[src/rtl/adder_share_arbiter_if.sv]
// Request/response bundle between NUM_REQ adder clients and the shared-adder arbiter.
// Requests are packed per requester; the response carries sum, flags and owner id.
interface adder_share_arbiter_if #(
    parameter int NUM_REQ = 4,
    parameter int WIDTH   = 32,
    parameter int ID_W    = 2
);
    logic [NUM_REQ-1:0]       req_valid;
    logic [NUM_REQ-1:0]       req_ready;
    logic [NUM_REQ*WIDTH-1:0] req_a;
    logic [NUM_REQ*WIDTH-1:0] req_b;
    logic [NUM_REQ-1:0]       req_cin;
    logic                     rsp_valid;
    logic                     rsp_ready;
    logic [ID_W-1:0]          rsp_id;
    logic [WIDTH-1:0]         rsp_sum;
    logic                     rsp_carry;
    logic                     rsp_overflow;

    modport master (
        output req_valid, req_a, req_b, req_cin, rsp_ready,
        input  req_ready, rsp_valid, rsp_id, rsp_sum, rsp_carry, rsp_overflow
    );

    modport slave (
        input  req_valid, req_a, req_b, req_cin, rsp_ready,
        output req_ready, rsp_valid, rsp_id, rsp_sum, rsp_carry, rsp_overflow
    );
endinterface

[src/rtl/adder_share_arbiter.sv]
// Round-robin time-sharing of one adder across NUM_REQ requesters; 1-cycle latency.
// A held response (rsp_valid & ~rsp_ready) blocks all grants; drain and accept may overlap.
module adder_share_arbiter #(
    parameter int NUM_REQ = 4,
    parameter int WIDTH   = 32,
    parameter int ID_W    = 2
) (
    input  logic                  clk,
    input  logic                  rst_n,
    adder_share_arbiter_if.slave  bus
);

    logic [ID_W-1:0]    r_ptr;
    logic               r_rsp_valid;
    logic [ID_W-1:0]    r_rsp_id;
    logic [WIDTH-1:0]   r_rsp_sum;
    logic               r_rsp_carry;
    logic               r_rsp_overflow;

    logic               w_can_accept;
    logic               w_found;
    logic               w_xfer;
    logic [ID_W-1:0]    w_gnt_idx;
    logic [ID_W-1:0]    w_ptr_nxt;
    logic [NUM_REQ-1:0] w_req_ready;
    logic [WIDTH-1:0]   w_a_arr [NUM_REQ];
    logic [WIDTH-1:0]   w_b_arr [NUM_REQ];
    logic [WIDTH-1:0]   w_a;
    logic [WIDTH-1:0]   w_b;
    logic               w_cin;
    logic [WIDTH:0]     w_sum_ext;
    logic               w_overflow;

    function automatic logic [ID_W-1:0] rr_idx(input logic [ID_W-1:0] base, input int off);
        int s;
        s = int'(base) + off;
        if (s >= NUM_REQ) s = s - NUM_REQ;
        return ID_W'(s);
    endfunction

    for (genvar g = 0; g < NUM_REQ; g++) begin : g_unpack
        assign w_a_arr[g] = bus.req_a[g*WIDTH +: WIDTH];
        assign w_b_arr[g] = bus.req_b[g*WIDTH +: WIDTH];
    end

    // First valid requester at or after the pointer, wrapping around.
    always_comb begin
        w_found   = 1'b0;
        w_gnt_idx = '0;
        for (int k = 0; k < NUM_REQ; k++) begin
            if (!w_found && bus.req_valid[rr_idx(r_ptr, k)]) begin
                w_found   = 1'b1;
                w_gnt_idx = rr_idx(r_ptr, k);
            end
        end
    end

    assign w_can_accept = ~r_rsp_valid | bus.rsp_ready;
    assign w_xfer       = rst_n & w_can_accept & w_found;
    assign w_req_ready  = w_xfer ? (NUM_REQ'(1) << w_gnt_idx) : '0;
    assign w_ptr_nxt    = (w_gnt_idx == ID_W'(NUM_REQ - 1)) ? '0 : w_gnt_idx + 1'b1;

    assign w_a        = w_a_arr[w_gnt_idx];
    assign w_b        = w_b_arr[w_gnt_idx];
    assign w_cin      = bus.req_cin[w_gnt_idx];
    assign w_sum_ext  = {1'b0, w_a} + {1'b0, w_b} + {{WIDTH{1'b0}}, w_cin};
    assign w_overflow = ~(w_a[WIDTH-1] ^ w_b[WIDTH-1]) & (w_sum_ext[WIDTH-1] ^ w_a[WIDTH-1]);

    always_ff @(posedge clk or negedge rst_n) begin
        if (!rst_n) begin
            r_ptr          <= '0;
            r_rsp_valid    <= 1'b0;
            r_rsp_id       <= '0;
            r_rsp_sum      <= '0;
            r_rsp_carry    <= 1'b0;
            r_rsp_overflow <= 1'b0;
        end else if (w_xfer) begin
            r_ptr          <= w_ptr_nxt;
            r_rsp_valid    <= 1'b1;
            r_rsp_id       <= w_gnt_idx;
            r_rsp_sum      <= w_sum_ext[WIDTH-1:0];
            r_rsp_carry    <= w_sum_ext[WIDTH];
            r_rsp_overflow <= w_overflow;
        end else if (bus.rsp_ready) begin
            r_rsp_valid    <= 1'b0;
        end
    end

    assign bus.req_ready    = w_req_ready;
    assign bus.rsp_valid    = r_rsp_valid;
    assign bus.rsp_id       = r_rsp_id;
    assign bus.rsp_sum      = r_rsp_sum;
    assign bus.rsp_carry    = r_rsp_carry;
    assign bus.rsp_overflow = r_rsp_overflow;

endmodule

[src/flat_wrapper.sv]
// flat-port wrapper written by rule: the top's interface ports become plain ports
module adder_share_arbiter_flat 
#(
    parameter int NUM_REQ = 4,
    parameter int WIDTH   = 32,
    parameter int ID_W    = 2
)
  (clk, rst_n, bus_req_valid, bus_req_a, bus_req_b, bus_req_cin, bus_rsp_ready, bus_req_ready, bus_rsp_valid, bus_rsp_id, bus_rsp_sum, bus_rsp_carry, bus_rsp_overflow);
  adder_share_arbiter_if #(.NUM_REQ(NUM_REQ), .WIDTH(WIDTH), .ID_W(ID_W)) bus_i ();
  input  logic clk;
  input  logic rst_n;
  input wire logic [$bits(bus_i.req_valid)-1:0] bus_req_valid;
  input wire logic [$bits(bus_i.req_a)-1:0] bus_req_a;
  input wire logic [$bits(bus_i.req_b)-1:0] bus_req_b;
  input wire logic [$bits(bus_i.req_cin)-1:0] bus_req_cin;
  input wire logic [$bits(bus_i.rsp_ready)-1:0] bus_rsp_ready;
  output wire logic [$bits(bus_i.req_ready)-1:0] bus_req_ready;
  output wire logic [$bits(bus_i.rsp_valid)-1:0] bus_rsp_valid;
  output wire logic [$bits(bus_i.rsp_id)-1:0] bus_rsp_id;
  output wire logic [$bits(bus_i.rsp_sum)-1:0] bus_rsp_sum;
  output wire logic [$bits(bus_i.rsp_carry)-1:0] bus_rsp_carry;
  output wire logic [$bits(bus_i.rsp_overflow)-1:0] bus_rsp_overflow;
  assign bus_i.req_valid = bus_req_valid;
  assign bus_i.req_a = bus_req_a;
  assign bus_i.req_b = bus_req_b;
  assign bus_i.req_cin = bus_req_cin;
  assign bus_i.rsp_ready = bus_rsp_ready;
  assign bus_req_ready = bus_i.req_ready;
  assign bus_rsp_valid = bus_i.rsp_valid;
  assign bus_rsp_id = bus_i.rsp_id;
  assign bus_rsp_sum = bus_i.rsp_sum;
  assign bus_rsp_carry = bus_i.rsp_carry;
  assign bus_rsp_overflow = bus_i.rsp_overflow;
  adder_share_arbiter #(.NUM_REQ(NUM_REQ), .WIDTH(WIDTH), .ID_W(ID_W)) u_core (.clk(clk), .rst_n(rst_n), .bus(bus_i));
endmodule
[config.mk]
export PLATFORM = sky130hd
export DESIGN_NAME = adder_share_arbiter_flat
export DESIGN_NICKNAME = d
export VERILOG_FILES = /design/src/rtl/adder_share_arbiter_if.sv /design/src/rtl/adder_share_arbiter.sv /design/src/flat_wrapper.sv
export SDC_FILE = /design/constraint.sdc
export NUM_CORES = 1
export LEC_CHECK = 0
export CAP_MARGIN = 10
export CORE_ASPECT_RATIO = 0.9
export CORE_MARGIN = 1.5
export CORE_UTILIZATION = 35
export CTS_CLUSTER_SIZE = 25
export DETAILED_ROUTE_END_ITERATION = 8
export PLACE_DENSITY = 0.85
export SLEW_MARGIN = 30
export SYNTH_ARGS = -nofsm -noshare
export SYNTH_HDL_FRONTEND = slang
export SYNTH_SLANG_ARGS = --single-unit
export TNS_END_PERCENT = 10
[constraint.sdc]
create_clock -name clk -period 4.6 [get_ports clk]
set_clock_uncertainty 0.2 [all_clocks]
set_input_delay 0.92 -clock clk [delete_from_list [all_inputs] [get_ports clk]]
set_output_delay 0.92 -clock clk [all_outputs]
set_load 0.02 [all_outputs]
Word-level counts from Yosys, hierarchy flattened
Index checks and enable logic that the tools add are counted.
{"block": "totals", "register_bits": 39, "out_inout_bits": 41, "elab_cells": 76}
{"block": "classes", "n_addsub": 10, "magnitude_cmp": 10, "eq_ne": 1, "shift": 1, "n_mux": 32, "bitwise_logic": 9, "reduce_logical": 7}
{"cell": "$bmux W32 S2", "n": 2}
{"cell": "$mux W32", "n": 4}
{"cell": "$add A32 B32 Y33", "n": 1}
{"cell": "$add A33 B1 Y33", "n": 1}
{"cell": "$mux W2", "n": 9}
{"cell": "$lt A2 B3 Y1 const B", "n": 5}
{"cell": "$ge A3 B3 Y1 const B", "n": 4}
{"cell": "$mux W1", "n": 11}
{"cell": "$bmux W1 S2", "n": 5}
{"cell": "$sub A2 B1 Y2 const B", "n": 4}
{"cell": "$add A2 B2 Y3 const B", "n": 2}
{"cell": "$mux W4", "n": 1}
{"cell": "$shl A1 B2 Y4 const A", "n": 1}
{"cell": "$add A2 B1 Y3 const B", "n": 1}
{"cell": "$and A1 B1 Y1", "n": 3}
{"cell": "$ge A2 B3 Y1 const B", "n": 1}
{"cell": "$logic_and A1 B1 Y1", "n": 3}
{"cell": "$logic_not A1 Y1", "n": 3}
{"cell": "$not A2 Y3", "n": 1}
{"cell": "$add A2 B1 Y2 const B", "n": 1}
{"cell": "$eq A2 B2 Y1 const B", "n": 1}
{"cell": "$not A1 Y1", "n": 2}
{"cell": "$reduce_bool A2 Y1", "n": 1}
{"cell": "$xor A1 B1 Y1", "n": 2}
{"cell": "$or A1 B1 Y1", "n": 1}

Depth between registers and ports, before layout
Gate-level depths: netlist of the first run.
{"block": "logic_depth", "word_depth": 22, "depth_mapped": 20}

Worst setup path before layout of the first run
Ideal clock, no wire load.
{"block": "synth_path", "path_kind": "input-to-reg", "start": "input port bus_req_valid[3]", "end": "register u_core.r_rsp_carry, in the netlist u_core.bus.rsp_carry", "arrival_time_ns": 4.475, "slack_ns": -0.211, "cell_stages": 20, "cell_sequence": "mux2i_1 -> and2_1 -> nor3_2 -> inv_2 -> clkbuf_1 -> clkbuf_1 -> nand2_1 -> nand2_1 -> o21ai_1 -> fa_1 -> inv_1 -> fa_1 -> a211oi_2 -> o21ai_1 -> a211oi_2 -> o311ai_2 -> a31oi_2 -> o21ai_2 -> a2111oi_1 -> nor3_1"}
{"block": "synth_between", "elab_chain_cells": 18, "elab_cells_between_ends": 34, "cone_classes": "add/sub: 2; mux: 24; bitwise: 2; reduce/logical: 6"}
{"item": "start: declaration", "line": "flat_wrapper.sv:12", "source": "input wire logic [$bits(bus_i.req_valid)-1:0] bus_req_valid;"}
{"item": "$bmux W1 S2", "line": "adder_share_arbiter.sv:51", "source": "if (!w_found && bus.req_valid[rr_idx(r_ptr, k)]) begin"}
{"item": "$mux W1 (implied by the code)", "line": "adder_share_arbiter.sv:51"}
{"item": "$mux W1", "line": "adder_share_arbiter.sv:51"}
{"item": "$logic_not A1 Y1", "line": "adder_share_arbiter.sv:51"}
{"item": "$logic_and A1 B1 Y1", "line": "adder_share_arbiter.sv:51"}
{"item": "$mux W1", "line": "adder_share_arbiter.sv:51"}
{"item": "$logic_not A1 Y1", "line": "adder_share_arbiter.sv:51"}
{"item": "$logic_and A1 B1 Y1", "line": "adder_share_arbiter.sv:51"}
{"item": "$mux W1", "line": "adder_share_arbiter.sv:51"}
{"item": "$logic_not A1 Y1", "line": "adder_share_arbiter.sv:51"}
{"item": "$logic_and A1 B1 Y1", "line": "adder_share_arbiter.sv:51"}
{"item": "$mux W2", "line": "adder_share_arbiter.sv:51"}
{"item": "$not A2 Y3 (implied by the code)", "line": "adder_share_arbiter.sv:63, adder_share_arbiter.sv:64"}
{"item": "$bmux W32 S2, on equally long branches", "line": "adder_share_arbiter.sv:63, adder_share_arbiter.sv:64"}
{"item": "$mux W32, on equally long branches (2 in series)", "line": "adder_share_arbiter.sv:63, adder_share_arbiter.sv:64"}
{"item": "$add A32 B32 Y33", "line": "adder_share_arbiter.sv:66", "source": "assign w_sum_ext = {1'b0, w_a} + {1'b0, w_b} + {{WIDTH{1'b0}}, w_cin};"}
{"item": "$add A33 B1 Y33", "line": "adder_share_arbiter.sv:66"}
{"item": "end signal: assignment", "line": "adder_share_arbiter.sv:82", "source": "r_rsp_carry <= w_sum_ext[WIDTH];"}
{"item": "end: declaration", "line": "adder_share_arbiter.sv:17", "source": "logic r_rsp_carry;"}
Several ways; a longest one is shown, not always the timed one. The select of a mux whose other input is x is not followed.
A chain may end at the register's enable or synchronous reset.

Worst setup path in the final report of the first run
{"block": "layout_path", "start": "input port bus_req_valid[3]", "end": "register u_core.r_rsp_sum[24], in the netlist u_core.bus.rsp_sum[24]"}
{"block": "layout_between", "elab_chain_cells": 18, "elab_cells_between_ends": 34, "cone_classes": "add/sub: 2; mux: 24; bitwise: 2; reduce/logical: 6"}
{"item": "$bmux W1 S2", "line": "adder_share_arbiter.sv:51"}
{"item": "$mux W1 (implied by the code)", "line": "adder_share_arbiter.sv:51"}
{"item": "$mux W1", "line": "adder_share_arbiter.sv:51"}
{"item": "$logic_not A1 Y1", "line": "adder_share_arbiter.sv:51"}
{"item": "$logic_and A1 B1 Y1", "line": "adder_share_arbiter.sv:51"}
{"item": "$mux W1", "line": "adder_share_arbiter.sv:51"}
{"item": "$logic_not A1 Y1", "line": "adder_share_arbiter.sv:51"}
{"item": "$logic_and A1 B1 Y1", "line": "adder_share_arbiter.sv:51"}
{"item": "$mux W1", "line": "adder_share_arbiter.sv:51"}
{"item": "$logic_not A1 Y1", "line": "adder_share_arbiter.sv:51"}
{"item": "$logic_and A1 B1 Y1", "line": "adder_share_arbiter.sv:51"}
{"item": "$mux W2", "line": "adder_share_arbiter.sv:51"}
{"item": "$not A2 Y3 (implied by the code)", "line": "adder_share_arbiter.sv:63, adder_share_arbiter.sv:64"}
{"item": "$bmux W32 S2, on equally long branches", "line": "adder_share_arbiter.sv:63, adder_share_arbiter.sv:64"}
{"item": "$mux W32, on equally long branches (2 in series)", "line": "adder_share_arbiter.sv:63, adder_share_arbiter.sv:64"}
{"item": "$add A32 B32 Y33", "line": "adder_share_arbiter.sv:66"}
{"item": "$add A33 B1 Y33", "line": "adder_share_arbiter.sv:66"}
{"item": "end signal: assignment", "line": "adder_share_arbiter.sv:81", "source": "r_rsp_sum <= w_sum_ext[WIDTH-1:0];"}
{"item": "end: declaration", "line": "adder_share_arbiter.sv:16", "source": "logic [WIDTH-1:0] r_rsp_sum;"}
Several ways; a longest one is shown, not always the timed one. The select of a mux whose other input is x is not followed.

==> results of run 1 <==
-- registers in the layout, summed over array words and instances (netlist names) --
signal / count
u_core.bus.rsp_id: 2
u_core.bus.rsp_overflow: 1
u_core.bus.rsp_carry: 1
u_core.r_ptr: 2
u_core.bus.rsp_sum: 32
u_core.bus.rsp_valid: 1
-- Yosys cell counts (9+ instances only) --
library cell and instances:
sky130_fd_sc_hd__dfrtp_1 39, sky130_fd_sc_hd__a21o_1 9, sky130_fd_sc_hd__xnor2_1 12, sky130_fd_sc_hd__nor2_1 17, sky130_fd_sc_hd__a31oi_1 67, sky130_fd_sc_hd__a21oi_1 23
sky130_fd_sc_hd__nand2b_1 9, sky130_fd_sc_hd__nand2_1 320, sky130_fd_sc_hd__o21ai_1 16, sky130_fd_sc_hd__o21ai_0 34, sky130_fd_sc_hd__xor2_1 15, sky130_fd_sc_hd__and3_1 63
sky130_fd_sc_hd__ha_1 35, sky130_fd_sc_hd__clkbuf_1 44
-- metal layers --
metal,share of wire (%),GRT usage [%],wire length (um)
met1,40,35.2,9340
met3,7.6,5.68,1770
met4,3.6,12.4,832
met5,0,0,0
met2,48,49.7,11200
-- tightest hold or removal path, stage by stage (launching register included) --
cell                      delay (ns)
sky130_fd_sc_hd__dfrtp_1        0.34
sky130_fd_sc_hd__nand2_1        0.05
sky130_fd_sc_hd__o21ai_0        0.06
-- cell type report --
type | instances | area share (%)
clock inverters | 3 | 0.151
inverters | 8 | 0.453
well taps | 193 | 2.43
flip-flops and latches | 39 | 9.82
repair buffers | 437 | 44.1
clock buffers | 5 | 1.26
multi-input cells | 692 | 41.8
-- worst min path at each step --
stage / from / end / slack, ns / cells past startpoint
final: u_core.bus.rsp_sum[14] / u_core.bus.rsp_sum[14] / 0.28 / 2
after CTS: u_core.bus.rsp_sum[14] / u_core.bus.rsp_sum[14] / 0.28 / 2
after floorplan: u_core.r_ptr[1] / u_core.r_ptr[1] / 0.34 / 2
after detailed placement: u_core.bus.rsp_sum[14] / u_core.bus.rsp_sum[14] / 0.27 / 2
after global placement: u_core.bus.rsp_sum[0] / u_core.bus.rsp_sum[0] / 0.26 / 2
after global routing: u_core.bus.rsp_sum[10] / u_core.bus.rsp_sum[10] / 0.31 / 2
-- what timing repair did --
action / in CTS / in global routing
endpoints found under the hold margin: 0 / 0
resized for setup: 40 / 45
cloned: 8 / 1
setup endpoints to repair: 18 / 18
pin swaps: 20 / 32
buffers inserted: 10 / 8
-- stage by stage --
step | hold WS, ns | area (um2) | std cells
final | 0.276 | 9940 | 1377
after global routing | 0.311 | 9940 | 1377
after CTS | 0.282 | 9680 | 1369
after detailed placement | 0.269 | 9080 | 1343
after global placement | 0.261 | 9080 | 1343
after floorplan | 0.337 | 5080 | 790
-- power breakdown --
| group | switching (W) | leakage, nW | internal [W] |
|---|---|---|---|
| registers | 0.0000952 | 0.477 | 0.000509 |
| clock network | 0.000139 | 0.0733 | 0.000198 |
| logic | 0.00282 | 3.92 | 0.00283 |
-- kinds of logic (layout without fill, tap and decap cells) --
logic type	count (synthesis)	in the layout	share of synthesized area, %
AND/OR/NAND/NOR	440	440	37.5
multiplexers	2	2	0.420
XOR/XNOR	27	27	4.67
flip-flops	39	39	19.3
AO/OA/AOI/OAI	186	186	24.1
adder cells (fa/ha/maj)	37	37	9.43
buffers and inverters	59	453	4.54
==> flow_summary.yaml, run 1 <==
yosys:
  yosys.area.top_type_share_pct: 23.7
  synth.avg_cell_area_um2: 6.41
  synth.yosys.seq_area_share_pct: 19.3
  postSynth.asyncResetShare_pct: 100
  syn_nets: 1094
  netlist_area_um2: 5070
  ys.warnings.count: 0
  postSynthRegisterBits: 39
  synth-main-ff-cell: "sky130_fd_sc_hd__dfrtp_1"
  synth.distinct_cells: 50
  synth_top_area_cell: "sky130_fd_sc_hd__nand2_1"
  synth_enable_flop_cells: 0
  post_synth_inst_count: 790
  synth_top_cells_by_area: "sky130_fd_sc_hd__nand2_1, sky130_fd_sc_hd__dfrtp_1, sky130_fd_sc_hd__ha_1, sky130_fd_sc_hd__a31oi_1, sky130_fd_sc_hd__and3_1"
placement:
  place.port_buffers: 307
  place_worst_setup_slack_ns: -0.527
  finalWeightedCongestion: 0.885
  detailed_place_hpwl_um: 17000
critical_path:
  worst-r2r-setup-slack_ns: 0.31
  setup.worst_path.start_class: "primary input"
  cp_common_cell: "sky130_fd_sc_hd__nand2_1"
  critPathCapture: "u_core.bus.rsp_sum[24]"
  timing.critical_path.from: "bus_req_valid[3]"
  timing.critical_path.fanout_max: 18
  worst_r2r_path_depth: 19
  timing.critical_path.buf_inv: 5
  cp.depth: 20
  family_with_the_most_delay_on_the_worst_path: "buffers and inverters"
  slowest_delay_ns: 0.31
  crit_path_top_delay_cell: "sky130_fd_sc_hd__bufbuf_16"
  cp_data_arrival_time_ns: 4.44
  worstReg2RegStart: "u_core.r_ptr[1]"
  timing.setup.critical_path_class: "in2reg"
  worstReg2RegEnd: "u_core.bus.rsp_sum[24]"
  worst-endpoint-required_ns: 4.57
  cp_cell_sequence: "clkbuf_2, mux2i_1, and2_4, nor3_4, buf_4, buf_6, bufbuf_16, nand2_1, and3_1, a31oi_1, ha_1, o21ai_0, nor2_2, a211oi_2, o311ai_2, buf_4, nand2_1, nand2_1, xor2_1, mux2_2"
  worstSetupEndpointType: "flip-flop"
layout:
  drive_above_1_share_pct: 17.1
  nNetsFinal: 1487
  layout.cells.most_common_list: "sky130_fd_sc_hd__nand2_1, sky130_fd_sc_hd__clkdlybuf4s50_1, sky130_fd_sc_hd__buf_4, sky130_fd_sc_hd__and3_1, sky130_fd_sc_hd__a31oi_1"
  final-seq-area_um2: 976
  n_antenna_cell: 0
  fill_cells: 1116
  multiInputGateArea_um2: 4160
  finish.utilization_pct: 70.7
  mostFrequentLayoutCell: "sky130_fd_sc_hd__nand2_1"
  syn_to_final_growth_pct: 96.2
sta:
  fin_crit_sh_pct: 97.1
  timing.final.crit_period_ns: 4.47
  achievable_freq_mhz: 224
  slew_headroom_pct: 59.5
  final.setup.worst_slack_ns: 0.135
  fin_setup_tns_ns: 0
  grt_setup_unrepaired: "true"
  report.final.hold_viol_count: 0
  setup-violations-final: 0
  worst_pin_slew_ns: 0.599
  finalMaxSlewViolations: 0
min_path:
  hold_class: "reg2reg"
power_and_ir_drop:
  static_leakage_nw: 4.47
  total_power_w: 0.00659
  cellPowerDensity_nw_per_um2: 663
  maximum_ir_drop_on_the_vdd_rail_v: 0.000344
grt:
  maximum_number_of_pins_on_one_net_before_global_route_repair: 40
  grt_use_total_pct: 28.8
  grt.overflow.total: 0
  global_route_wire_length_before_repair_um: 34500
  grt_antenna_before_repair: 0
  vias_in_the_first_global_route: 7191
floorplanning:
  core_area_um2: 14100
  pin_count: 308
  core.rowCount: 41
  chip_width_um: 130
  die_area_um2: 15200
  die_y_um: 117
  floorplan.initialDensity_pct: 36.1
routing:
  post_route_antenna_net_violation_count: 0
  drt-initial-drc-count: 493
  average_wire_per_cell_in_the_routed_design_um: 16.8
  drtPass1Iterations: 5
  route.final.wire_length_um: 23200
  drc: 0
  via_per_inst: 5.30
  num_vias: 7299
status:
  outcome: "finished, final reports clean"
clock_tree:
  cts_buffers: 5
  clk_transition_reported_paths_ns: 0.06
  cts_h_tree_depth: 2
  postCtsHoldBufs: 0
  max-clock-path-buffers: 2
  clock_network_latency_to_the_later_pin_of_the_worst_skew_pair_ns: 0.28
  cts_tree: "built"
  ctsRootBufferMaster: "sky130_fd_sc_hd__clkbuf_16"
  clock-sinks: 39
flow_run:
  cap_violations: 0
(Power assumes the default switching activity.)
==> inputs of run 2 (changes only) <==
--- a/config.mk
+++ b/config.mk
@@ -12,6 +12,7 @@
 export CTS_CLUSTER_SIZE = 25
 export DETAILED_ROUTE_END_ITERATION = 8
 export PLACE_DENSITY = 0.85
+export RECOVER_POWER = 100
 export SLEW_MARGIN = 30
 export SYNTH_ARGS = -nofsm -noshare
 export SYNTH_HDL_FRONTEND = slang
==> run 2 against run 1 <==
Net effect:
- the flow now finishes with violations (max-capacitance violations, max-slew violations)
- flip-flop and latch count stayed put
- non-clock buffer count stayed put
- setup slack worse by 0.013 ns
- critical path depth stayed put
- combinational power is 1% lower
- clock power hardly changed
- sequential power is 1% lower
- sequential share of layout area hardly changed
- global-route usage stayed put
- final cell count stayed put
- fmax is 0.30% lower
- largest cell class unchanged
- largest power group unchanged
==> flow_summary.yaml, run 2 (synthesized netlist as in run 1, its figures left out) <==
clock_tree:
  clk_transition_reported_paths_ns: 0.06
  postCtsHoldBufs: 0
  cts_buffers: 5
  ctsRootBufferMaster: "sky130_fd_sc_hd__clkbuf_16"
  cts_h_tree_depth: 2
  max-clock-path-buffers: 2
  clock-sinks: 39
  clock_network_latency_to_the_later_pin_of_the_worst_skew_pair_ns: 0.28
  cts_tree: "built"
sta:
  timing.final.crit_period_ns: 4.48
  fin_setup_tns_ns: 0
  setup-violations-final: 0
  final.setup.worst_slack_ns: 0.121
  finalMaxSlewViolations: 40
  slew_headroom_pct: -49.7
  grt_setup_unrepaired: "true"
  fin_crit_sh_pct: 97.4
  worst_pin_slew_ns: 2.25
  achievable_freq_mhz: 223
  report.final.hold_viol_count: 0
layout:
  drive_above_1_share_pct: 17.0
  nNetsFinal: 1487
  number_of_flip_flops_under_the_largest_register_name: 32
  mostFrequentLayoutCell: "sky130_fd_sc_hd__nand2_1"
  syn_to_final_growth_pct: 96.1
  finish.utilization_pct: 70.7
  fin_area_um2: 9940
  fill_cells: 1119
  n_antenna_cell: 0
  layout.cells.most_common_list: "sky130_fd_sc_hd__nand2_1, sky130_fd_sc_hd__clkdlybuf4s50_1, sky130_fd_sc_hd__buf_4, sky130_fd_sc_hd__and3_1, sky130_fd_sc_hd__a31oi_1"
placement:
  finalWeightedCongestion: 0.885
  detailed_place_hpwl_um: 17000
  place_worst_setup_slack_ns: -0.527
  place.port_buffers: 307
  placedInstanceArea_um2: 9080
floorplanning:
  core_area_um2: 14100
  core.rowCount: 41
  floorplan.initialDensity_pct: 36.1
  pin_count: 308
  chip_width_um: 130
  die_area_um2: 15200
  die_y_um: 117
grt:
  grt_antenna_before_repair: 0
  maximum_number_of_pins_on_one_net_before_global_route_repair: 40
  grt.overflow.total: 0
  grt_use_total_pct: 28.8
  global_route_wire_length_before_repair_um: 34500
  vias_in_the_first_global_route: 7191
routing:
  drt-initial-drc-count: 499
  drc: 0
  via_per_inst: 5.31
  drtPass1Iterations: 5
  post_route_antenna_net_violation_count: 0
  average_wire_per_cell_in_the_routed_design_um: 16.8
  num_vias: 7309
  route.final.wire_length_um: 23200
min_path:
  hold_class: "reg2reg"
  holdPathStages: 2
critical_path:
  worst_r2r_path_depth: 19
  timing.setup.critical_path_class: "in2reg"
  worstSetupEndpointType: "flip-flop"
  setup.worst_path.start_class: "primary input"
  timing.critical_path.fanout_max: 18
  worst-endpoint-required_ns: 4.57
  cp_data_arrival_time_ns: 4.45
status:
  outcome: "finished, violations left"
  violated_checks: "max-capacitance violations, max-slew violations"
power_and_ir_drop:
  static_leakage_nw: 4.51
  maximum_ir_drop_on_the_vdd_rail_v: 0.000342
  cellPowerDensity_nw_per_um2: 657
  total_power_w: 0.00653
flow_run:
  cap_violations: 1
[run 2: what timing repair did]
action,4_1_cts,5_1_grt
gates resized for setup,40,45
buffers inserted,10,8
cloned,8,1
pin swaps,20,32
setup endpoints to repair,18,18
[run 2: final timing paths]
kind                                              from                      to  slack [ns]
worst max-delay path                  bus_req_valid[3]  u_core.bus.rsp_sum[24]        0.12
worst min-delay path            u_core.bus.rsp_sum[14]  u_core.bus.rsp_sum[14]        0.27
worst max register to register         u_core.r_ptr[1]  u_core.bus.rsp_sum[24]        0.30
worst min register to register  u_core.bus.rsp_sum[14]  u_core.bus.rsp_sum[14]        0.27
max in group asynchronous                        rst_n  u_core.bus.rsp_sum[13]        1.67
min in group asynchronous                        rst_n  u_core.bus.rsp_sum[24]        1.23
[run 2: power by group]
group	leakage (nW)	internal, W	total, W	switching [W]
combinational	3.96	0.00277	0.00559	0.00282
sequential	0.477	0.000508	0.000598	0.0000893
clock	0.0733	0.000198	0.000339	0.000141
[run 2: final cells by class]
cell class | instances | area (um2) | area share (%)
Clock buffer | 5 | 125 | 1.26
Clock inverter | 3 | 15.0 | 0.151
Inverter | 8 | 45.0 | 0.453
Multi-Input combinational cell | 692 | 4160 | 41.9
Sequential cell | 39 | 976 | 9.82
Tap cell | 193 | 241 | 2.43
Timing Repair Buffer | 437 | 4380 | 44.0
[run 2: per-layer routing]
layer	GRT usage, %	wire, um
met1	35.2	9390
met2	49.7	11200
met3	5.68	1750
met4	12.4	834
met5	0	0
[run 2: metrics by stage]
step | std cells | hold WS, ns
after global routing | 1377 | 0.306
after floorplan | 790 | 0.337
after CTS | 1369 | 0.282
final | 1377 | 0.271
after detailed placement | 1343 | 0.269
after global placement | 1343 | 0.261
[run 2: critical path, cell delays in order]
cell                        delay (ns)
sky130_fd_sc_hd__clkbuf_2         0.11
sky130_fd_sc_hd__mux2i_1          0.07
sky130_fd_sc_hd__and2_4           0.18
sky130_fd_sc_hd__nor3_4           0.24
sky130_fd_sc_hd__buf_4            0.17
sky130_fd_sc_hd__buf_6            0.15
sky130_fd_sc_hd__bufbuf_16        0.31
sky130_fd_sc_hd__nand2_1          0.05
sky130_fd_sc_hd__and3_1           0.17
sky130_fd_sc_hd__a31oi_1          0.17
sky130_fd_sc_hd__ha_1             0.28
sky130_fd_sc_hd__o21ai_0          0.30
sky130_fd_sc_hd__nor2_2           0.10
sky130_fd_sc_hd__a211oi_2         0.29
sky130_fd_sc_hd__o311ai_2         0.15
sky130_fd_sc_hd__buf_4            0.18
sky130_fd_sc_hd__nand2_1          0.10
sky130_fd_sc_hd__nand2_1          0.08
sky130_fd_sc_hd__xor2_1           0.16
sky130_fd_sc_hd__mux2_2           0.26
==> inputs of run 3 (changes only) <==
--- a/config.mk
+++ b/config.mk
@@ -7,7 +7,7 @@
 export LEC_CHECK = 0
 export CAP_MARGIN = 10
 export CORE_ASPECT_RATIO = 0.9
-export CORE_MARGIN = 1.5
+export CORE_MARGIN = 2
 export CORE_UTILIZATION = 35
 export CTS_CLUSTER_SIZE = 25
 export DETAILED_ROUTE_END_ITERATION = 8
==> run 3 against run 2 <==
Net effect:
- the run still ends with max-capacitance violations, max-slew violations left
- first-iteration DRC count is 25% lower
- hold slack barely moved
- final cell count up 0.15%
- combinational power decreased by 4.7%
- flip-flop and latch count is the same
- final area decreased by 2.4%
- power is 4.0% lower
- clock-buffer cell count increased by 1
- fmax barely moved
- critical endpoint is now u_core.bus.rsp_sum[31]
- largest power group unchanged
==> flow_summary.yaml, run 3 (synthesized netlist as in run 1, its figures left out) <==
routing:
  post_route_antenna_net_violation_count: 0
  drtPass1Iterations: 5
  drt-initial-drc-count: 373
  num_vias: 7081
  average_wire_per_cell_in_the_routed_design_um: 15.8
  route.final.wire_length_um: 21700
  via_per_inst: 5.13
  drc: 0
power_and_ir_drop:
  maximum_ir_drop_on_the_vdd_rail_v: 0.000258
  static_leakage_nw: 4.45
  seq_power_share_pct: 9.4
  power.share.clock_pct: 5.6
  intPower_w: 0.00337
  comb_power_share_pct: 85.0
  cellPowerDensity_nw_per_um2: 646
  netSwitchingFraction_pct: 46.3
  netSwitchingPower_w: 0.00290
floorplanning:
  floorplan.initialDensity_pct: 35.9
  core.rowCount: 41
  core_area_um2: 14100
  die_y_um: 118
  chip_width_um: 131
  die_area_um2: 15500
  pin_count: 308
sta:
  timing.final.crit_period_ns: 4.48
  fin_setup_tns_ns: 0
  setup-violations-final: 0
  report.final.hold_viol_count: 0
  finalMaxSlewViolations: 40
  slew_headroom_pct: -54.1
  grt_setup_unrepaired: "true"
  fin_hold_ws_ns: 0.271
  fin_crit_sh_pct: 97.4
  worst_pin_slew_ns: 2.31
  achievable_freq_mhz: 223
critical_path:
  setup.worst_path.start_class: "primary input"
  timing.critical_path.fanout_max: 10
  slowest_delay_ns: 0.29
  timing.critical_path.from: "bus_req_valid[1]"
  worstReg2RegEnd: "u_core.bus.rsp_overflow"
  worst_r2r_path_depth: 18
  worstReg2RegStart: "u_core.r_ptr[1]"
  cp_data_arrival_time_ns: 4.42
  critPathCapture: "u_core.bus.rsp_sum[31]"
  worstSetupEndpointType: "flip-flop"
  worst-r2r-setup-slack_ns: 0.45
  crit_path_top_delay_cell: "sky130_fd_sc_hd__or2b_1"
  worst-endpoint-required_ns: 4.54
  timing.setup.critical_path_class: "in2reg"
  cp_cell_sequence: "dlygate4sd2_1, nor3b_1, a21oi_1, o21ai_2, o21a_4, buf_12, inv_2, buf_12, buf_4, a31oi_1, ha_1, a21o_1, a31oi_2, or2b_1, a211oi_4, a211oi_4, o41ai_4, buf_4, xor2_1, o21ai_1"
layout:
  number_of_flip_flops_under_the_largest_register_name: 32
  fin_area_um2: 9700
  nNetsFinal: 1490
  layout.cells.most_common_list: "sky130_fd_sc_hd__nand2_1, sky130_fd_sc_hd__clkdlybuf4s50_1, sky130_fd_sc_hd__buf_4, sky130_fd_sc_hd__a31oi_1, sky130_fd_sc_hd__and3_1"
  finalNonFillerCells: 1379
  drive_above_1_share_pct: 15.3
  syn_to_final_growth_pct: 91.5
  n_antenna_cell: 0
  finish.utilization_pct: 68.8
  mostFrequentLayoutCell: "sky130_fd_sc_hd__nand2_1"
clock_tree:
  clock-sinks: 39
  clk_transition_reported_paths_ns: 0.06
  max-clock-path-buffers: 2
  clock_network_latency_to_the_later_pin_of_the_worst_skew_pair_ns: 0.27
  cts_tree: "built"
  postCtsHoldBufs: 0
  ctsRootBufferMaster: "sky130_fd_sc_hd__clkbuf_16"
  cts_buffers: 5
  cts_h_tree_depth: 2
grt:
  grt_antenna_before_repair: 0
  vias_in_the_first_global_route: 7210
  grt_use_total_pct: 27.1
  grt.overflow.total: 0
  grt_use_met3_pct: 4.26
  grt.met2_usage_pct: 47.5
  maximum_number_of_pins_on_one_net_before_global_route_repair: 40
  global_route.usage.met1_pct: 34.0
  global_route_wire_length_before_repair_um: 33900
  busiest_layer: "met2"
placement:
  placedInstanceArea_um2: 9160
  placedCellCount: 1354
  detailed_place_hpwl_um: 16800
  place.port_buffers: 307
  finalWeightedCongestion: 0.838
status:
  outcome: "finished, violations left"
  violated_checks: "max-capacitance violations, max-slew violations"
min_path:
  hold_class: "reg2reg"
flow_run:
  cap_violations: 1
[run 3: cell count changes in the layout (fill, tap and decap cells not counted), sizes merged]
cell         delta
clkbuf          -1
clkinv          -2
o21a            +1
buf             +1
dlygate4sd2     +3
[run 3: per-stage QoR]
stage / setup WS (ns) / total power [W]
5_1_grt: -0.0471 / 0.00679
4_1_cts: 0.00722 / 0.00628
2_1_floorplan: 0.0465 / 0.00340
6_report: 0.119 / 0.00627
3_3_place_gp: -0.480 / 0.00539
3_5_place_dp: -0.685 / 0.00548
[run 3: per-layer routing]
layer | up-vias | share of wire [%]
met5 | - | 0
met3 | 34 | 6.6
met2 | 281 | 48
li1 | 3536 | -
met1 | 3230 | 43
met4 | 0 | 2.2
[run 3: cell type report]
cell class	instances	area, um2
tap	193	241
fill	1146	4410
multi-input combinational	693	4010
clock inverter	1	5.00
sequential	39	976
timing repair buffer	439	4290
clock buffer	6	139
inverter	8	42.5
[run 3: worst min-delay path by stage]
stage                                      from               endpoint  slack [ns]  depth (start not counted)
after global routing      u_core.bus.rsp_sum[6]  u_core.bus.rsp_sum[6]        0.29                          2
after detailed placement  u_core.bus.rsp_sum[7]  u_core.bus.rsp_sum[7]        0.27                          2
after floorplan                 u_core.r_ptr[1]        u_core.r_ptr[1]        0.34                          2
final                     u_core.bus.rsp_sum[7]  u_core.bus.rsp_sum[7]        0.27                          2
after CTS                  u_core.bus.rsp_id[1]   u_core.bus.rsp_id[1]        0.28                          2
after global placement    u_core.bus.rsp_sum[1]  u_core.bus.rsp_sum[1]        0.26                          2
[run 3: what timing repair did]
action                                  in CTS  in global routing
setup buffers                               13                  0
endpoints found under the setup margin      20                 17
resized for setup                           38                  5
cloned                                       6                  0
pin swaps                                   22                  1
[run 3: worst max-delay path: cells and delay by family]
family                     cells  cell delay, ns
AOI/OAI and AO/OA             10            1.70
buffers and inverters          6            0.91
xor gates and xnor gates       1            0.15
and+or+nand+nor                2            0.49
adders and majority gates      1            0.27
[run 3: power groups by stage]
stage               clock (W)  sequential, W  combinational [W]
finish               0.000349       0.000592            0.00533
global route         0.000368       0.000612            0.00581
global placement            0       0.000596            0.00479
detailed placement          0       0.000604            0.00488
CTS                  0.000355       0.000598            0.00532
floorplan                   0       0.000782            0.00262
